File: config.mk
export PLATFORM = sky130hd
export DESIGN_NAME = ps2_key_ctrl
export DESIGN_NICKNAME = d
export VERILOG_FILES = /design/src/rtl/ps2_pkg.sv /design/src/rtl/ps2_frame_rx.sv /design/src/rtl/ps2_key_ctrl.sv
export SDC_FILE = /design/constraint.sdc
export NUM_CORES = 1
export LEC_CHECK = 0
export ABC_AREA = 1
export CELL_PAD_IN_SITES_DETAIL_PLACEMENT = 1
export CELL_PAD_IN_SITES_GLOBAL_PLACEMENT = 2
export CORE_MARGIN = 1.5
export CORE_UTILIZATION = 31
export DETAILED_ROUTE_END_ITERATION = 10
export HOLD_SLACK_MARGIN = 0.15
export PLACE_DENSITY_LB_ADDON = 0.08
export SYNTH_ARGS = -nofsm -noshare
export SYNTH_HDL_FRONTEND = slang
export SYNTH_SLANG_ARGS = --single-unit
File: constraint.sdc
create_clock -name clk_i -period 4.8 [get_ports clk_i]
set_input_delay 0.48 -clock clk_i [delete_from_list [all_inputs] [get_ports clk_i]]
set_output_delay 0.48 -clock clk_i [all_outputs]
set_load 0.02 [all_outputs]
File: src/rtl/ps2_pkg.sv
// Shared PS/2 keyboard definitions: prefix bytes, decoder states, event layout
// and the scan-code to key-index map.
package ps2_pkg;

    localparam logic [7:0] CODE_EXT = 8'hE0;
    localparam logic [7:0] CODE_BRK = 8'hF0;

    typedef enum logic [1:0] {
        IDLE,
        EXT,
        BRK,
        EXT_BRK
    } dec_state_e;

    typedef struct packed {
        logic       rel;
        logic       ext;
        logic [3:0] code;
    } key_event_t;

    typedef struct packed {
        logic       hit;
        logic [3:0] idx;
    } key_map_t;

    function automatic key_map_t map_scan(input logic [7:0] scan);
        key_map_t m;
        m.hit = 1'b1;
        m.idx = '0;
        case (scan)
            8'h45:   m.idx = 4'd0;
            8'h16:   m.idx = 4'd1;
            8'h1E:   m.idx = 4'd2;
            8'h26:   m.idx = 4'd3;
            8'h25:   m.idx = 4'd4;
            8'h2E:   m.idx = 4'd5;
            8'h36:   m.idx = 4'd6;
            8'h3D:   m.idx = 4'd7;
            8'h3E:   m.idx = 4'd8;
            8'h46:   m.idx = 4'd9;
            8'h4E:   m.idx = 4'd10;
            8'h55:   m.idx = 4'd11;
            default: m.hit = 1'b0;
        endcase
        return m;
    endfunction

endpackage

File: src/rtl/ps2_frame_rx.sv
// PS/2 frame receiver: synchronizes the raw lines, samples 11-bit frames on
// falling clock edges, checks odd parity and stop bit, aborts stalled frames.
module ps2_frame_rx #(
    parameter int unsigned TIMEOUT_CYCLES = 5000
) (
    input  logic       clk_i,
    input  logic       rst_ni,
    input  logic       ps2_clk_i,
    input  logic       ps2_data_i,
    output logic [7:0] byte_o,
    output logic       valid_o,
    output logic       err_o
);
    import ps2_pkg::*;

    localparam int unsigned TW = $clog2(TIMEOUT_CYCLES + 1);

    logic [1:0]    clk_sync;
    logic [1:0]    data_sync;
    logic          clk_prev;
    logic          fall;
    logic          data_s;
    logic [3:0]    bit_cnt;
    logic [7:0]    shift;
    logic          parity;
    logic [TW-1:0] idle_cnt;

    assign data_s = data_sync[1];
    assign fall   = clk_prev & ~clk_sync[1];

    always_ff @(posedge clk_i or negedge rst_ni) begin
        if (!rst_ni) begin
            clk_sync  <= '1;
            data_sync <= '1;
            clk_prev  <= 1'b1;
        end else begin
            clk_sync  <= {clk_sync[0], ps2_clk_i};
            data_sync <= {data_sync[0], ps2_data_i};
            clk_prev  <= clk_sync[1];
        end
    end

    always_ff @(posedge clk_i or negedge rst_ni) begin
        if (!rst_ni) begin
            bit_cnt  <= '0;
            shift    <= '0;
            parity   <= 1'b0;
            idle_cnt <= '0;
            byte_o   <= '0;
            valid_o  <= 1'b0;
            err_o    <= 1'b0;
        end else begin
            valid_o <= 1'b0;
            err_o   <= 1'b0;
            if (fall) begin
                idle_cnt <= '0;
                case (bit_cnt)
                    // a start bit of 1 is noise: stay waiting for a real start
                    4'd0: if (!data_s) bit_cnt <= 4'd1;
                    4'd9: begin
                        parity  <= data_s;
                        bit_cnt <= 4'd10;
                    end
                    4'd10: begin
                        bit_cnt <= '0;
                        if (data_s && ((^shift) ^ parity)) begin
                            byte_o  <= shift;
                            valid_o <= 1'b1;
                        end else begin
                            err_o <= 1'b1;
                        end
                    end
                    default: begin
                        shift   <= {data_s, shift[7:1]};
                        bit_cnt <= bit_cnt + 4'd1;
                    end
                endcase
            end else if (bit_cnt != '0) begin
                if (idle_cnt == TW'(TIMEOUT_CYCLES - 1)) begin
                    bit_cnt  <= '0;
                    idle_cnt <= '0;
                    err_o    <= 1'b1;
                end else begin
                    idle_cnt <= idle_cnt + TW'(1);
                end
            end
        end
    end

endmodule

File: src/rtl/ps2_key_ctrl.sv
// PS/2 key controller: decodes E0/F0 prefixed scan codes into key events and
// queues them in a small FIFO for a ready/valid consumer.
module ps2_key_ctrl #(
    parameter int unsigned TIMEOUT_CYCLES = 5000,
    parameter int unsigned FIFO_DEPTH     = 4
) (
    input  logic       clk_i,
    input  logic       rst_ni,
    input  logic       ps2_clk_i,
    input  logic       ps2_data_i,
    output logic       key_valid_o,
    input  logic       key_ready_i,
    output logic [3:0] key_code_o,
    output logic       key_release_o,
    output logic       key_ext_o,
    output logic [3:0] digit_o,
    output logic       err_o,
    output logic       overflow_o
);
    import ps2_pkg::*;

    localparam int unsigned AW = $clog2(FIFO_DEPTH);

    logic [7:0] rx_byte;
    logic       rx_valid;
    logic       rx_err;

    ps2_frame_rx #(
        .TIMEOUT_CYCLES(TIMEOUT_CYCLES)
    ) u_rx (
        .clk_i      (clk_i),
        .rst_ni     (rst_ni),
        .ps2_clk_i  (ps2_clk_i),
        .ps2_data_i (ps2_data_i),
        .byte_o     (rx_byte),
        .valid_o    (rx_valid),
        .err_o      (rx_err)
    );

    assign err_o = rx_err;

    dec_state_e state, state_nxt;
    key_map_t   hit;
    key_event_t ev;
    logic       push;

    always_ff @(posedge clk_i or negedge rst_ni) begin
        if (!rst_ni) state <= IDLE;
        else         state <= state_nxt;
    end

    always_comb begin
        state_nxt = state;
        push      = 1'b0;
        ev        = '0;
        hit       = map_scan(rx_byte);
        if (rx_err) begin
            state_nxt = IDLE;
        end else if (rx_valid) begin
            state_nxt = IDLE;
            case (state)
                IDLE: begin
                    if (rx_byte == CODE_EXT)      state_nxt = EXT;
                    else if (rx_byte == CODE_BRK) state_nxt = BRK;
                end
                EXT: begin
                    if (rx_byte == CODE_BRK)      state_nxt = EXT_BRK;
                    else if (rx_byte == CODE_EXT) state_nxt = EXT;
                end
                BRK: if (rx_byte == CODE_BRK) state_nxt = BRK;
                default: ;
            endcase
            // prefixes never map, so a mapped byte always terminates the sequence
            if (state_nxt == IDLE && hit.hit) begin
                push    = 1'b1;
                ev.rel  = (state inside {BRK, EXT_BRK});
                ev.ext  = (state inside {EXT, EXT_BRK});
                ev.code = hit.idx;
            end
        end
    end

    key_event_t  mem [FIFO_DEPTH];
    key_event_t  head;
    logic [AW:0] wr_ptr, rd_ptr;
    logic        full, pop, accept;

    assign full        = (wr_ptr[AW] != rd_ptr[AW]) && (wr_ptr[AW-1:0] == rd_ptr[AW-1:0]);
    assign key_valid_o = (wr_ptr != rd_ptr);
    assign pop         = key_valid_o && key_ready_i;
    assign accept      = push && (!full || pop);
    assign head        = key_valid_o ? mem[rd_ptr[AW-1:0]] : '0;

    assign key_code_o    = head.code;
    assign key_release_o = head.rel;
    assign key_ext_o     = head.ext;

    always_ff @(posedge clk_i) begin
        if (accept) mem[wr_ptr[AW-1:0]] <= ev;
    end

    always_ff @(posedge clk_i or negedge rst_ni) begin
        if (!rst_ni) begin
            wr_ptr     <= '0;
            rd_ptr     <= '0;
            digit_o    <= '0;
            overflow_o <= 1'b0;
        end else begin
            if (pop)    rd_ptr <= rd_ptr + 1'b1;
            if (accept) wr_ptr <= wr_ptr + 1'b1;
            if (accept && !ev.rel) digit_o <= ev.code;
            if (push && !accept)   overflow_o <= 1'b1;
        end
    end

endmodule
==> flow_metrics.tcl <==
set metrics [dict create \
    status "completed" \
    power.share.clock 0.264 \
    cp-start-kind "register" \
    slew_headroom 0.509 \
    pwr_density_cell_mw_per_mm2 529 \
    rsz0062_at_grt "no" \
    intPower_uw 1480 \
    synth_seq_cells 78 \
    die_width_um 116 \
    synth.distinct_cells 38 \
    rr_startpoint "rd_ptr[0]" \
    initial_core_util 0.322 \
    holdCritPathClass "in -> async" \
    path_class "reg -> out" \
    path_max_fanout 15 \
    drive_above_1_share 0.115 \
    cp_top_family "buffers and inverters" \
    fp.dieH_um 116 \
    post-synth-top-count-cell "nand2_1" \
    pwr-share-seq 0.382 \
    clk_pin_slew_worst_paths_ns 0.06 \
    routedWlPerCell_um 14.5 \
    max_freq_mhz 344 \
    endpoint_kind "primary output" \
    dieArea_mm2 0.0134 \
    num_io_pins 18 \
    timing.final.ws_setup_ns 1.89 \
    syn_to_final_growth_pct 16.1 \
    p_sw_frac 0.389 \
    hold_buffers 0 \
    drt_pass1_iterations 4 \
    final_max_slew_viol_count 0 \
    finalWirelength_um 9230 \
    grt_pass1_vias 3105 \
    ant_nets 0 \
    skew_ns 0.00507 \
    antenna_found_initial 0 \
    core_area_mm2 0.0122 \
    ys_seq_area_frac 0.528 \
    cp_cell_sequence "inv_1 -> nand2_1 -> a21oi_1 -> nand2_2 -> nand2_1 -> inv_1 -> clkdlybuf4s50_1" \
    yosys-top-cells-count "nand2_1 (113), dfrtp_1 (49), nor2_1 (47), inv_1 (43), edfxtp_1 (24)" \
    r2r_cells 6 \
    gp_congestion 0.731 \
    synth-main-ff-cell "dfrtp_1" \
    worstMarginPinSlew_ns 0.737 \
    synth_edf_count 24 \
    grt_pass1_wl_um 15400 \
    cp.arrival_ns 2.43 \
    critPathMaxStageDelay_ns 0.52 \
    drc 0 \
    ys_async_sr_fraction 0.692 \
    leakage_uw 0.00198 \
    setup_viol 0 \
    syn_inst 440 \
    dp_slack_ns 2.22 \
    period_needed_ns 2.91 \
    layout.nets 478 \
    min_period_over_period 0.606 \
    critPathLaunch "rd_ptr[0]" \
    yosysTopAreaCell "dfrtp_1" \
    synth_top_area_share 0.312 \
    syn_area_mm2 0.00394 \
    gr-usage-all-layers 0.153 \
    synth_warnings 0 \
    grt_overflow 0 \
    insertion_delay_ns 0.34 \
    via_count 2916 \
    r2r-end "mem[1][3]" \
    place_hpwl_um 6900 \
    vias_per_cell 4.58 \
    r2r_slack_ns 2.41 \
    grt_start_max_net_pins 55 \
    final-hold-violation-count 0 \
    dr.first_iter.drc_count 94 \
    switchingPower_uw 940 \
    fin_setup_tns_ns 0 \
    syn-mean-instance-area_um2 8.94 \
    root_buffer "clkbuf_16" \
    antenna_cells 0 \
    worst-path-buf-inv 3 \
    clock_sinks 78 \
    maxCapViolCount 0 \
    clk_path_buf_depth 2 \
    portBuffers 17 \
    comb_power_share 0.354 \
    tritoncts "done" \
    syn_nets 455 \
    postCtsSetupBuffers 0 \
    rows 40 \
    cts_resized 0 \
    htreeDepth 3 \
    worstPathRequired_ns 4.32 \
    critPathSlowestCell "clkdlybuf4s50_1" \
    vdd_ir_drop_max_uv 283 \
    cts_buffers 9 \
    synth_area_leaders "dfrtp_1 (31%), edfxtp_1 (18%), nand2_1 (11%), nor2_1 (4.5%), inv_1 (4.1%)" \
]
[per-stage QoR]
stage	util	area [um2]	hold slack, ns	std cells	power [uW]
final	0.374	4570	0.287	636	2420
after global routing	0.374	4570	0.359	636	2610
after CTS	0.374	4570	0.313	636	2470
after detailed placement	0.351	4290	0.350	620	1810
after global placement	0.351	4290	0.347	620	1790
after floorplan	-	3940	0.184	440	1550
[sequential cells by signal, summed over array words and instances, names as in the netlist]
signal and count:
u_rx.parity 1, u_rx.byte_o 8, u_rx.bit_cnt 4, u_rx.err_o 1, u_rx.valid_o 1, u_rx.idle_cnt 13, mem 24, state 2
u_rx.data_sync 2, overflow_o 1, rd_ptr 3, u_rx.clk_sync 2, wr_ptr 3, digit_o 4, u_rx.clk_prev 1, u_rx.shift 8
[cell usage in the layout, fill, tap and decap left out, types with 2 or more instances in the layout]
master	count
dfrtp_1	49
a21oi_1	14
nor3_1	8
nand3_4	3
nor2_2	8
nand3_1	19
o21ai_1	7
nor2_4	4
dfstp_2	5
xor2_1	10
clkbuf_16	9
inv_2	6
nand2_2	7
nor2_1	47
o21ai_0	15
ha_1	10
nand4_1	16
xnor2_1	7
clkinv_2	2
clkdlybuf4s50_1	16
o32ai_1	6
clkinv_4	2
edfxtp_1	24
inv_1	43
nand2_1	113
[area by class of cell]
type                       instances  area, um2
fill                            1458       7640
sequential                        78       2080
multi-input combinational        307       1650
clock buffer                      11        243
tap                              168        210
inverter                          49        184
timing repair buffer              18        173
clock inverter                     5       35.0
[kinds of logic after synthesis]
kind of cell	count (synthesis)	share of synthesized area
buffers and inverters	55	0.0537
adders and majority gates	10	0.0318
muxes	3	0.00827
and+or+nand+nor	230	0.272
xor gates and xnor gates	17	0.0378
DFF	78	0.528
AOI/OAI and AO/OA	47	0.0687
[power groups by stage]
| stage | Clock (uW) | Sequential [uW] | Combinational, uW |
|---|---|---|---|
| global placement | 0 | 935 | 856 |
| floorplan | 0 | 890 | 657 |
| global route | 688 | 949 | 971 |
| CTS | 666 | 927 | 877 |
| finish | 638 | 924 | 855 |
| detailed placement | 0 | 940 | 873 |
[worst max-delay path by stage]
stage | endpoint | slack [ns] | depth (start not counted)
floorplan | key_code_o[2] | 3.02 | 6
global placement | key_ext_o | 2.31 | 7
detailed placement | key_code_o[2] | 2.22 | 7
CTS | key_code_o[2] | 1.83 | 7
global route | key_code_o[3] | 1.69 | 7
finish | key_code_o[0] | 1.89 | 7
[per-layer routing]
layer	part of all wire	track usage	vias to the layer above
met5	0	0	-
met4	0.0092	0.0366	0
met3	0.030	0.0471	7
met2	0.49	0.261	22
met1	0.47	0.190	1401
li1	-	-	1486
No activity file was read; power rests on OpenSTA's default activity.
